[config.mk]
export PLATFORM = sky130hd
export DESIGN_NAME = mem_arbiter
export DESIGN_NICKNAME = d
export VERILOG_FILES = /design/src/rtl/mem_arb_pkg.sv /design/src/rtl/mem_arbiter_arb_pick.sv /design/src/rtl/mem_arbiter.sv
export SDC_FILE = /design/constraint.sdc
export NUM_CORES = 1
export LEC_CHECK = 0
export ABC_CLOCK_PERIOD_IN_PS = 2200
export BUFFER_PORTS_ARGS = -buffer_cell sky130_fd_sc_hd__buf_2
export CAP_MARGIN = 0
export CORE_MARGIN = 2
export CORE_UTILIZATION = 40
export CTS_CLUSTER_DIAMETER = 80
export DETAILED_ROUTE_END_ITERATION = 8
export PLACE_DENSITY = 0.8
export SLEW_MARGIN = 0
export SYNTH_ARGS = -nofsm -noshare
export SYNTH_HDL_FRONTEND = slang
export SYNTH_HIERARCHICAL = 1
export SYNTH_SLANG_ARGS = --single-unit
[constraint.sdc]
create_clock -name clk -period 2.2 [get_ports clk]
set_input_delay 0.22 -clock clk [delete_from_list [all_inputs] [get_ports clk]]
set_output_delay 0.22 -clock clk [all_outputs]
set_load 0.01 [all_outputs]
[src/rtl/mem_arb_pkg.sv]
// Shared types and defaults for the instruction/data memory arbiter.
package mem_arb_pkg;

  // Arbiter FSM states.
  typedef enum logic [1:0] {
    S_IDLE  = 2'd0,
    S_ISSUE = 2'd1,
    S_WAIT  = 2'd2,
    S_RESP  = 2'd3
  } state_t;

  // Which requester owns the memory for the current access.
  typedef enum logic {
    OWN_I = 1'b0,
    OWN_D = 1'b1
  } owner_t;

  localparam int MEM_LAT_DEF    = 1;
  localparam int STARVE_MAX_DEF = 4;

  // Bits needed to hold a counter value in 0..max_val (at least one bit).
  function automatic int cnt_width(input int max_val);
    if (max_val < 1) begin
      return 1;
    end else begin
      return $clog2(max_val + 1);
    end
  endfunction

endpackage

[src/rtl/mem_arbiter_arb_pick.sv]
// Owner selection for the memory arbiter: D wins by default, but once
// STARVE_MAX consecutive D grants have passed over a waiting fetch, I wins.
module arb_pick
  import mem_arb_pkg::*;
#(
  parameter int STARVE_MAX = STARVE_MAX_DEF
) (
  input  logic   clk,
  input  logic   rst,
  input  logic   i_req,
  input  logic   d_req,
  input  logic   grant,
  output owner_t pick,
  output logic   pick_valid
);

  localparam int             SW   = cnt_width(STARVE_MAX);
  localparam logic [SW-1:0]  SMAX = SW'(STARVE_MAX);

  logic [SW-1:0] starve_cnt_q;
  logic [SW-1:0] starve_cnt_d;
  logic          starved_s;

  // Combinational owner choice from the live requests and starvation state.
  always_comb begin
    pick_valid = i_req | d_req;
    starved_s  = (starve_cnt_q == SMAX);
    if (i_req && d_req) begin
      pick = starved_s ? OWN_I : OWN_D;
    end else if (i_req) begin
      pick = OWN_I;
    end else begin
      pick = OWN_D;
    end
  end

  // Count D grants that bypass a waiting fetch; any other grant clears.
  always_comb begin
    starve_cnt_d = starve_cnt_q;
    if (grant) begin
      if ((pick == OWN_D) && i_req) begin
        if (starved_s) begin
          starve_cnt_d = starve_cnt_q;
        end else begin
          starve_cnt_d = starve_cnt_q + SW'(1);
        end
      end else begin
        starve_cnt_d = {SW{1'b0}};
      end
    end else begin
      starve_cnt_d = starve_cnt_q;
    end
  end

  // Starvation counter register.
  always_ff @(posedge clk) begin
    if (rst) begin
      starve_cnt_q <= {SW{1'b0}};
    end else begin
      starve_cnt_q <= starve_cnt_d;
    end
  end

endmodule

[src/rtl/mem_arbiter.sv]
// Arbiter sharing one single-port memory between instruction fetch (I) and
// load/store (D). Each access: ISSUE drives the memory for one cycle, WAIT
// spans the read latency and captures the word on its last cycle, RESP
// presents valid and re-arbitrates, so back-to-back accesses are spaced
// MEM_LAT+2 cycles apart. All outputs come straight from flops.
module mem_arbiter
  import mem_arb_pkg::*;
#(
  parameter int ADDR_W     = 32,
  parameter int DATA_W     = 32,
  parameter int MEM_LAT    = MEM_LAT_DEF,
  parameter int STARVE_MAX = STARVE_MAX_DEF
) (
  input  logic                clk,
  input  logic                rst,
  input  logic                iReq,
  input  logic [ADDR_W-1:0]   iAddr,
  output logic                iGnt,
  output logic                iValid,
  output logic [DATA_W-1:0]   iRdata,
  input  logic                dReq,
  input  logic                dWe,
  input  logic [ADDR_W-1:0]   dAddr,
  input  logic [DATA_W/8-1:0] dBe,
  input  logic [DATA_W-1:0]   dWdata,
  output logic                dGnt,
  output logic                dValid,
  output logic [DATA_W-1:0]   dRdata,
  output logic                memEn,
  output logic [DATA_W/8-1:0] memWe,
  output logic [ADDR_W-1:0]   memAddr,
  output logic [DATA_W-1:0]   memWdata,
  input  logic [DATA_W-1:0]   memRdata,
  output logic                busy
);

  localparam int                BE_W       = DATA_W / 8;
  localparam int                CW         = cnt_width(MEM_LAT - 1);
  localparam logic [CW-1:0]     CNT_INIT   = CW'(MEM_LAT - 1);
  localparam logic [ADDR_W-1:0] ALIGN_MASK = {{(ADDR_W-2){1'b1}}, 2'b00};

  state_t              state_q,     state_d;
  owner_t              owner_q,     owner_d;
  logic                store_q,     store_d;
  logic [CW-1:0]       lat_cnt_q,   lat_cnt_d;
  logic                i_gnt_q,     i_gnt_d;
  logic                d_gnt_q,     d_gnt_d;
  logic                i_valid_q,   i_valid_d;
  logic                d_valid_q,   d_valid_d;
  logic [DATA_W-1:0]   i_rdata_q,   i_rdata_d;
  logic [DATA_W-1:0]   d_rdata_q,   d_rdata_d;
  logic                mem_en_q,    mem_en_d;
  logic [BE_W-1:0]     mem_we_q,    mem_we_d;
  logic [ADDR_W-1:0]   mem_addr_q,  mem_addr_d;
  logic [DATA_W-1:0]   mem_wdata_q, mem_wdata_d;
  logic                busy_q,      busy_d;

  owner_t              pick_s;
  logic                pick_valid_s;
  logic                arb_s;

  // A grant is made whenever an arbitration state sees a pending request.
  assign arb_s = ((state_q == S_IDLE) || (state_q == S_RESP)) && pick_valid_s;

  arb_pick #(
    .STARVE_MAX (STARVE_MAX)
  ) u_arb_pick (
    .clk        (clk),
    .rst        (rst),
    .i_req      (iReq),
    .d_req      (dReq),
    .grant      (arb_s),
    .pick       (pick_s),
    .pick_valid (pick_valid_s)
  );

  // Next-state and next-output logic for the access sequence.
  always_comb begin
    state_d     = state_q;
    owner_d     = owner_q;
    store_d     = store_q;
    lat_cnt_d   = lat_cnt_q;
    i_gnt_d     = 1'b0;
    d_gnt_d     = 1'b0;
    i_valid_d   = 1'b0;
    d_valid_d   = 1'b0;
    i_rdata_d   = i_rdata_q;
    d_rdata_d   = d_rdata_q;
    mem_en_d    = 1'b0;
    mem_we_d    = {BE_W{1'b0}};
    mem_addr_d  = mem_addr_q;
    mem_wdata_d = mem_wdata_q;
    busy_d      = 1'b1;

    case (state_q)
      S_IDLE, S_RESP: begin
        if (arb_s) begin
          state_d  = S_ISSUE;
          owner_d  = pick_s;
          mem_en_d = 1'b1;
          if (pick_s == OWN_D) begin
            d_gnt_d    = 1'b1;
            store_d    = dWe;
            mem_addr_d = dAddr & ALIGN_MASK;
            if (dWe) begin
              mem_we_d    = dBe;
              mem_wdata_d = dWdata;
            end else begin
              mem_we_d    = {BE_W{1'b0}};
              mem_wdata_d = mem_wdata_q;
            end
          end else begin
            i_gnt_d    = 1'b1;
            store_d    = 1'b0;
            mem_addr_d = iAddr & ALIGN_MASK;
          end
        end else begin
          state_d = S_IDLE;
          busy_d  = 1'b0;
        end
      end

      S_ISSUE: begin
        state_d   = S_WAIT;
        lat_cnt_d = CNT_INIT;
      end

      S_WAIT: begin
        if (lat_cnt_q == {CW{1'b0}}) begin
          state_d = S_RESP;
          if (owner_q == OWN_D) begin
            d_valid_d = 1'b1;
            if (store_q) begin
              d_rdata_d = d_rdata_q;
            end else begin
              d_rdata_d = memRdata;
            end
          end else begin
            i_valid_d = 1'b1;
            i_rdata_d = memRdata;
          end
        end else begin
          lat_cnt_d = lat_cnt_q - CW'(1);
        end
      end

      default: begin
        state_d = S_IDLE;
        busy_d  = 1'b0;
      end
    endcase
  end

  // State, counters and every output register; reset abandons any access.
  always_ff @(posedge clk) begin
    if (rst) begin
      state_q     <= S_IDLE;
      owner_q     <= OWN_I;
      store_q     <= 1'b0;
      lat_cnt_q   <= {CW{1'b0}};
      i_gnt_q     <= 1'b0;
      d_gnt_q     <= 1'b0;
      i_valid_q   <= 1'b0;
      d_valid_q   <= 1'b0;
      i_rdata_q   <= {DATA_W{1'b0}};
      d_rdata_q   <= {DATA_W{1'b0}};
      mem_en_q    <= 1'b0;
      mem_we_q    <= {BE_W{1'b0}};
      mem_addr_q  <= {ADDR_W{1'b0}};
      mem_wdata_q <= {DATA_W{1'b0}};
      busy_q      <= 1'b0;
    end else begin
      state_q     <= state_d;
      owner_q     <= owner_d;
      store_q     <= store_d;
      lat_cnt_q   <= lat_cnt_d;
      i_gnt_q     <= i_gnt_d;
      d_gnt_q     <= d_gnt_d;
      i_valid_q   <= i_valid_d;
      d_valid_q   <= d_valid_d;
      i_rdata_q   <= i_rdata_d;
      d_rdata_q   <= d_rdata_d;
      mem_en_q    <= mem_en_d;
      mem_we_q    <= mem_we_d;
      mem_addr_q  <= mem_addr_d;
      mem_wdata_q <= mem_wdata_d;
      busy_q      <= busy_d;
    end
  end

  assign iGnt     = i_gnt_q;
  assign dGnt     = d_gnt_q;
  assign iValid   = i_valid_q;
  assign dValid   = d_valid_q;
  assign iRdata   = i_rdata_q;
  assign dRdata   = d_rdata_q;
  assign memEn    = mem_en_q;
  assign memWe    = mem_we_q;
  assign memAddr  = mem_addr_q;
  assign memWdata = mem_wdata_q;
  assign busy     = busy_q;

endmodule

# Word-level counts from Yosys, hierarchy flattened

Cells that the tools add are included.
W data, S select, Z words.

$add $sub $neg: 2
Multiply operators: 0
Div/mod/pow operators: 0
Order comparisons: 0
Equal/unequal tests: 6
Shift-type cells: 0
Muxes and demuxes: 18
Bitwise logic cells: 9
Reduce and logical (&&, ||, !) cells: 16

Operators by type and width:

| operator              | count |
|---|---|
| $mux W32              | 1 |
| $mux W1               | 12 |
| $not A1 Y1            | 8 |
| $reduce_and A4 Y1     | 2 |
| $mux W3               | 2 |
| $pmux W2 S3           | 1 |
| $reduce_or A3 Y1      | 2 |
| $reduce_or A5 Y1      | 1 |
| $eq A2 B2 Y1 const B  | 2 |
| $ne A2 B2 Y1 const B  | 2 |
| $reduce_and A2 Y1     | 2 |
| $reduce_or A2 Y1      | 2 |
| $add A3 B1 Y3 const B | 1 |
| $eq A3 B3 Y1 const B  | 1 |
| $logic_and A1 B1 Y1   | 3 |
| $reduce_and A3 Y1     | 1 |
| $eq A2 B1 Y1 const B  | 1 |
| $logic_not A2 Y1      | 1 |
| $mux W2               | 1 |
| $pmux W1 S2           | 1 |
| $reduce_bool A2 Y1    | 1 |
| $logic_or A1 B1 Y1    | 1 |
| $or A1 B1 Y1          | 1 |
| $sub A1 B1 Y1 const B | 1 |

Bits in registers: 146
Bits in latches: 0
Memory bits (writable): 0
Bits in read-only memories: 0
Input port bits: 137
Output and inout bits: 138
Logic and storage cells: 67
Memories kept: 0

# Depth between registers and ports, before layout

Gate-level depths: netlist of the first run.

Depth in word-level cells: 6
Mapped depth: 11
Gate-level depth less buffers: 8

# Cells and area by module

The synthesis of the first run kept the hierarchy.

By module, submodules not included:

| module      | instances | cells an instance | area each (µm²) | sequential area each (µm²) |
|---|---|---|---|---|
| mem_arbiter | 1         | 597               | 5049.8          | 2802.7 |
| arb_pick    | 1         | 20                | 186.4           | 60.1 |

# Worst setup path after synthesis of the first run

Ideal clock, no wire load.

Path type: register to register
Start point: reg u_arb_pick.starve_cnt_q[0]
End point: reg mem_addr_q[22] (netlist: memAddr[22])
Arrival time: 1464 ps
Slack: 610 ps
Stages on the path, launching flop included: 10
Buffers on the path: 2
Clock period less this slack: 1590 ps
Cells stage by stage: dfxtp_1 inv_1 ha_1 nand2_1 nand2_1 nand2_1 buf_4 buf_2 mux2i_1 a21oi_1

Word-level cells in the longest chain between the ends: 4

Ends and longest elaborated chain:

| element                  | RTL line                   | RTL |
|---|---|---|
| start: declaration       | mem_arbiter_arb_pick.sv:20 | `logic [SW-1:0] starve_cnt_q;` |
| start signal: assignment | mem_arbiter_arb_pick.sv:58 | `starve_cnt_q <= {SW{1'b0}};` |
| start signal: assignment | mem_arbiter_arb_pick.sv:60 | `starve_cnt_q <= starve_cnt_d;` |
| $eq A3 B3 Y1             | mem_arbiter_arb_pick.sv:27 | `starved_s = (starve_cnt_q == SMAX);` |
| $mux W1                  | mem_arbiter_arb_pick.sv:29 | `pick = starved_s ? OWN_I : OWN_D;` |
| $mux W1                  | mem_arbiter_arb_pick.sv:28 | `if (i_req && d_req) begin` |
| named net pick_s         | mem_arbiter.sv:58          | `owner_t pick_s;` |
| $mux W32                 | mem_arbiter.sv:101         | `if (pick_s == OWN_D) begin` |
| end signal: assignment   | mem_arbiter.sv:169         | `mem_addr_q <= {ADDR_W{1'b0}};` |
| end signal: assignment   | mem_arbiter.sv:185         | `mem_addr_q <= mem_addr_d;` |
| end: declaration         | mem_arbiter.sv:54          | `logic [ADDR_W-1:0] mem_addr_q, mem_addr_d;` |

The timed path passes the listed nets, and every way through them passes these cells.
A chain may end at the register's enable or synchronous reset.

# Worst setup path after layout of the first run

Start point: reg u_arb_pick.starve_cnt_q[0]
End point: reg mem_wdata_q[20] (netlist: memWdata[20])

Word-level cells in the longest chain between the ends: 4

Ends and longest elaborated chain:

| element                     | RTL line                   | RTL |
|---|---|---|
| $eq A3 B3 Y1                | mem_arbiter_arb_pick.sv:27 |  |
| $mux W1                     | mem_arbiter_arb_pick.sv:29 |  |
| $mux W1                     | mem_arbiter_arb_pick.sv:28 |  |
| named net pick_s            | mem_arbiter.sv:58          |  |
| $reduce_and A4 Y1 (no line) | n/a                        |  |
| end signal: assignment      | mem_arbiter.sv:170         | `mem_wdata_q <= {DATA_W{1'b0}};` |
| end signal: assignment      | mem_arbiter.sv:186         | `mem_wdata_q <= mem_wdata_d;` |
| end: declaration            | mem_arbiter.sv:55          | `logic [DATA_W-1:0] mem_wdata_q, mem_wdata_d;` |

The timed path passes the listed nets, and every way through them passes these cells.

==> flow_metrics.tcl, run 1 <==
set metrics [dict create \
    post_drt_wl_per_cell_um 13.6 \
    seqPwrFrac_pct 40.2 \
    p_int_mw 5.71 \
    syn2layout_area_growth_pct 37.3 \
    drive_gt1_share_pct 35.8 \
    die_y_um 118 \
    synth_top_cell_area_share_pct 54.7 \
    ant_nets 0 \
    hold_viol_final 0 \
    fmax_ghz 0.513 \
    cts.path.max_buffers 2 \
    peakVddDrop_v 0.000747 \
    r2r_start "u_arb_pick/starve_cnt_q[0]" \
    synth_area_sq_um 5240 \
    ys_ff_latch 143 \
    antenna_cells 0 \
    row_count 41 \
    yosysSeqAreaShare_pct 54.7 \
    core_sq_um 12700 \
    drt-pass1-iter-count 4 \
    drt_iter0_drc 319 \
    power.switching_mw 2.84 \
    startpoint "u_arb_pick/starve_cnt_q[0]" \
    cts_sinks 143 \
    clkLatencyLatePin_ns 0.42 \
    cts_root_buf "clkbuf_16" \
    grt.total_usage_pct 20.1 \
    io_pins 275 \
    place_inst 1022 \
    synthTopCellsByArea "dfxtp_1, nand2_1, a21oi_1" \
    vias 5040 \
    end_kind "flop" \
    drt-total-wl_um 14300 \
    path_clk_slew_ns 0.06 \
    rsz0062_at_grt "false" \
    syn_avg_cell_area_sq_um 8.49 \
    holdCritStartpoint "dBe[2]" \
    h-tree-depth 4 \
    cp-start-kind "flop" \
    cts_setup_buffers 0 \
    path_class "flop to flop" \
    maxSlewHeadroom_pct 54.9 \
    setup-violations-final 0 \
    drc_errors 0 \
    cts_resized 0 \
    yosysUniqueCellTypes 34 \
    yosysWarnings 6 \
    place.gp.congestion 0.769 \
    grt_pass1_wl_um 22600 \
    p_comb_share_pct 29.6 \
    tns_ns 0 \
    cts_tree "done" \
    hpwl_um 10000 \
    pwr-share-clk_pct 30.2 \
    path_max_fanout 32 \
    grt_max_degree 68 \
    fin_skew_ns 0.0120 \
    fillerInstances 1231 \
    leakage_nw 3.46 \
    postCtsHoldBufs 2 \
    worst_hold_path_type "input pin to flop" \
    power.density_nw_per_um2 1190 \
    via_per_inst 4.79 \
    start_util_pct 41.2 \
    sw_frac_of_total_pct 33.2 \
    nets 1011 \
    synth_largest_area_cell "dfxtp_1" \
    min_period_ns 1.95 \
    first_global_vias 4930 \
    antenna_found_initial 0 \
    period_share_pct 88.6 \
    slew_violations 0 \
    status "complete, no violations" \
    arrival_ns 2.28 \
    numCtsBuffers 17 \
    grt_overflow 0 \
    syn_inst 617 \
    required_ns 2.53 \
    maxCapViolations 0 \
    die_w_um 118 \
    die_area_sq_um 14000 \
    final_cell_count_no_fill 1053 \
    port_buffers 268 \
    worst_pin_slew_ns 0.677 \
]
==> sequential cells by signal, indices dropped and copies added (netlist names), 2 cells and up <==
signal                   count
memWe                        4
state_q                      2
u_arb_pick/starve_cnt_q      3
dRdata                      32
iRdata                      32
memAddr                     30
memWdata                    32
==> critical path, cell delays in order (launching register included) <==
cell and delay, ns:
dfxtp_1 0.36, inv_1 0.05, ha_1 0.18, nand2_1 0.13, nand2_1 0.08, nand2_2 0.24
and4_1 0.23, buf_4 0.31, nand2_1 0.09, a21oi_1 0.16
==> power groups by stage <==
stage	registers [mW]	logic, mW	clock network (mW)
after floorplan	3.73	1.36	0
after global placement	3.47	2.48	0
after detailed placement	3.48	2.55	0
after CTS	3.45	2.56	2.64
after global routing	3.51	2.82	2.75
final	3.44	2.53	2.59
==> cell type report <==
class	count	area, sq um	share of cell area [%]
Clock buffer	22	464	6.45
Clock inverter	7	65.1	0.905
Inverter	7	26.3	0.365
Multi-Input combinational cell	420	2090	29.1
Sequential cell	143	2860	39.8
Tap cell	172	215	2.99
Timing Repair Buffer	282	1470	20.4
==> layer usage <==
metal / track usage, % / part of all wire [%] / routed length [um] / vias to the layer above
met2: 34.8 / 50 / 7180 / 202
met4: 9.38 / 2.6 / 369 / 0
met5: 0 / 0 / 0 / -
li1: - / - / - / 2529
met3: 7.82 / 7.7 / 1100 / 27
met1: 21.4 / 39 / 5640 / 2282
==> worst paths after layout <==
check / endpoint / slack (ns) / cells past startpoint
worst max-delay path: memWdata[20] / 0.25 / 9
worst min-delay path: memWe[2] / 0.03 / 2
worst max register to register: memWdata[20] / 0.25 / 9
worst min register to register: memWdata[14] / 0.45 / 2
==> cell usage after synthesis, drive strengths merged <==
master	number
nand4	1
o21a	1
a21oi	128
nand2b	1
and4	1
conb	1
inv	7
dfxtp	143
nand3b	1
mux2i	31
ha	3
xor2	1
nor3	5
or2	1
o21ai	30
and2	4
a31o	1
and3b	1
xnor2	1
nand2	200
nor2b	1
clkbuf	14
buf	34
nor2	3
and3	2
a31oi	1
==> layout by cell type (no fill, tap or decap), types with 4 or more instances in the layout <==
cell	n
clkinv_2	4
mux2i_1	31
buf_4	12
and2_1	4
o21ai_0	27
a21oi_1	127
buf_2	267
inv_1	6
clkbuf_16	17
nor3_1	4
nand2_1	198
dfxtp_1	143
==> cells by family (layout without fill, tap and decap cells) <==
kind of cell,Yosys count,count (layout),synth area share [%]
AOI/OAI and AO/OA,161,161,15.9
xor gates and xnor gates,2,2,0.335
adders and majority gates,3,3,0.717
buffers and inverters,55,318,5.54
DFF,143,143,54.7
muxes,31,31,5.93
other,1,2,0.0716
and+or+nand+nor,221,221,16.8
==> stage by stage <==
stage          hold slack (ns)  setup slack, ns  power (mW)  instance area (sq um)  util [%]
6_report                0.0289            0.250        8.56                   7190      56.5
5_1_grt                0.00214           0.0635        9.09                   7190      56.5
4_1_cts                 0.0130            0.232        8.64                   7190      56.5
3_5_place_dp             0.424            0.254        6.03                   6640      52.2
3_3_place_gp             0.422            0.338        5.95                   6640      52.2
2_1_floorplan            0.290            0.610        5.09                   5240         -
(Power assumes the default switching activity.)
==> run 2: changes to the inputs <==
ABC_CLOCK_PERIOD_IN_PS = 2500   (was 2200)
CORE_UTILIZATION = 48   (was 40)
PLACE_DENSITY = 0.92   (was 0.8)
SETUP_SLACK_MARGIN = 0.5   (was unset)
clock period = 2.5 ns   (was 2.2 ns; I/O delays follow)
==> run 2 against run 1 <==
Die area fell by 16%. Hold slack got worse by 0.010 ns. Clock power fell by 4%. Critical path type unchanged. Critical endpoint is now memWdata[29]. Largest power group unchanged. Highest routed layer unchanged.
==> flow_metrics.tcl, run 2 (synthesis gave the netlist of run 1 again) <==
set metrics [dict create \
    grt_pass1_wl_um 23600 \
    antenna_found_initial 0 \
    end_kind "flop" \
    drt-total-wl_um 15700 \
    r2r_cells 9 \
    drc_errors 0 \
    rsz0062_at_grt "false" \
    antenna_cells 0 \
    cts.path.max_buffers 2 \
    worst-path-buf-inv 2 \
    final_cell_count_no_fill 1086 \
    cts_sinks 143 \
    place.gp.congestion 0.772 \
    crit_family "simple AND/OR/NAND/NOR gates" \
    hpwl_um 9890 \
    path_clk_slew_ns 0.06 \
    layout_commonest_cell "buf_2" \
    core_sq_um 10700 \
    worst_hold_path_type "input pin to flop" \
    drive_gt1_share_pct 33.6 \
    post_drt_wl_per_cell_um 14.4 \
    cp-start-kind "flop" \
    peakVddDrop_v 0.00107 \
    r2r_start "u_arb_pick/starve_cnt_q[0]" \
    wl_met3_um 1140 \
    port_buffers 268 \
    first_global_vias 5093 \
    grt.total_usage_pct 25.3 \
    grt_max_degree 68 \
    whs_ns 0.0189 \
    place_inst 987 \
    drt_iter0_drc 434 \
    die_area_sq_um 11800 \
    drt-pass1-iter-count 4 \
    start_util_pct 48.7 \
    grt_overflow 0 \
    hold_viol_final 0 \
    required_ns 2.91 \
    crit_path_top_delay_cell "dfxtp_1" \
    syn2layout_area_growth_pct 49.7 \
    final_cell_mix "buf_2, nand2_1, dfxtp_1" \
    r2r_setup_slack_ns 0.65 \
    slew_violations 0 \
    cts_setup_buffers 0 \
    min_period_ns 1.85 \
    period_share_pct 74.0 \
    clkLatencyLatePin_ns 0.50 \
    ant_nets 0 \
    status "complete, no violations" \
    maxSlewHeadroom_pct 39.5 \
    crit_path_cell_trace "inv_1, ha_1, nand2_1, nand2_1, nand2_2, and4_1, buf_4, nand2_1, a21oi_1" \
    cts_root_buf "clkbuf_8" \
    setup_slack_ns 0.650 \
    io_pins 275 \
    path_max_fanout 32 \
    power.density_nw_per_um2 1000 \
    h-tree-depth 4 \
    vias 5401 \
    dr.max_layer_used "met4" \
    met1_length_um 5850 \
    via_per_inst 4.97 \
    crit_path_frequent_cell "nand2_1" \
    worst_pin_slew_ns 0.907 \
    cts_tree "done" \
    hold_path_depth 3 \
    hold_end "memWdata[9]" \
    fmax_ghz 0.541 \
    dpl_worst_slack_ns 0.584 \
    holdCritStartpoint "dWdata[9]" \
    die_y_um 108 \
    nets 1073 \
    die_w_um 108 \
    dr_wl_met2_um 8050 \
    setup-violations-final 0 \
    numCtsBuffers 17 \
    row_count 38 \
    maxCapViolations 0 \
    path_class "flop to flop" \
    r2r-end "memWdata[29]" \
    fin_skew_ns 0.00758 \
    tns_ns 0 \
    leakage_nw 3.76 \
    max_stage_delay_ns 0.37 \
    arrival_ns 2.26 \
]
run 2: changes by cell type in the layout (fill, tap and decap cells not counted), sizes merged, moves of 2 or more:
cell,before,now
clkinv,4,2
dlygate4sd3,2,67
clkbuf,22,17
buf,280,277
inv,7,17
run 2: area by class of cell:
class,instances,area [sq um]
inverters,7,26.3
repair buffers,344,2100
fillers,775,2910
clock inverters,15,170
clock buffers,17,414
flip-flops and latches,143,2860
multi-input cells,420,2090
well taps,140,175
run 2: routing by layer:
metal / vias to the layer above / global-route usage (%)
met4: 0 / 13.6
met3: 56 / 6.93
li1: 2660 / -
met5: - / 0
met2: 256 / 45.0
met1: 2429 / 27.1
run 2: tightest hold or removal path: cells and delay by family:
kind / cells / cell delay, ns
simple gates: 1 / 0.05
compound gates: 1 / 0.07
buf+inv: 1 / 0.09
run 2: repair_timing:
item / CTS / global route
hold buffers: 67 / 0
setup endpoints to repair: 0 / 17
endpoints found under the hold margin: 93 / 0
resized for setup: 0 / 1
run 2: worst max path at each step:
stage	depth (start not counted)	to	startpoint	slack, ns
after global routing	7	memAddr[10]	state_q[0]	0.50
final	9	memWdata[29]	u_arb_pick/starve_cnt_q[0]	0.65
after CTS	8	memAddr[15]	u_arb_pick/starve_cnt_q[0]	0.59
after floorplan	9	memAddr[22]	u_arb_pick/starve_cnt_q[0]	0.91
after detailed placement	8	memAddr[31]	u_arb_pick/starve_cnt_q[0]	0.58
after global placement	8	memAddr[31]	u_arb_pick/starve_cnt_q[0]	0.68
run 2: power by group:
group          total, mW  internal [mW]  switching (mW)
combinational       2.34          0.909            1.43
sequential          3.02           2.79           0.237
clock               2.48           1.46            1.03
total               7.85           5.15            2.70
run 2: stage by stage:
step	util, %	total power, mW	cell area [sq um]
2_1_floorplan	-	4.48	5240
3_3_place_gp	61.2	5.20	6580
3_5_place_dp	61.2	5.29	6580
4_1_cts	72.9	7.87	7840
5_1_grt	73.0	8.28	7840
6_report	73.0	7.85	7840
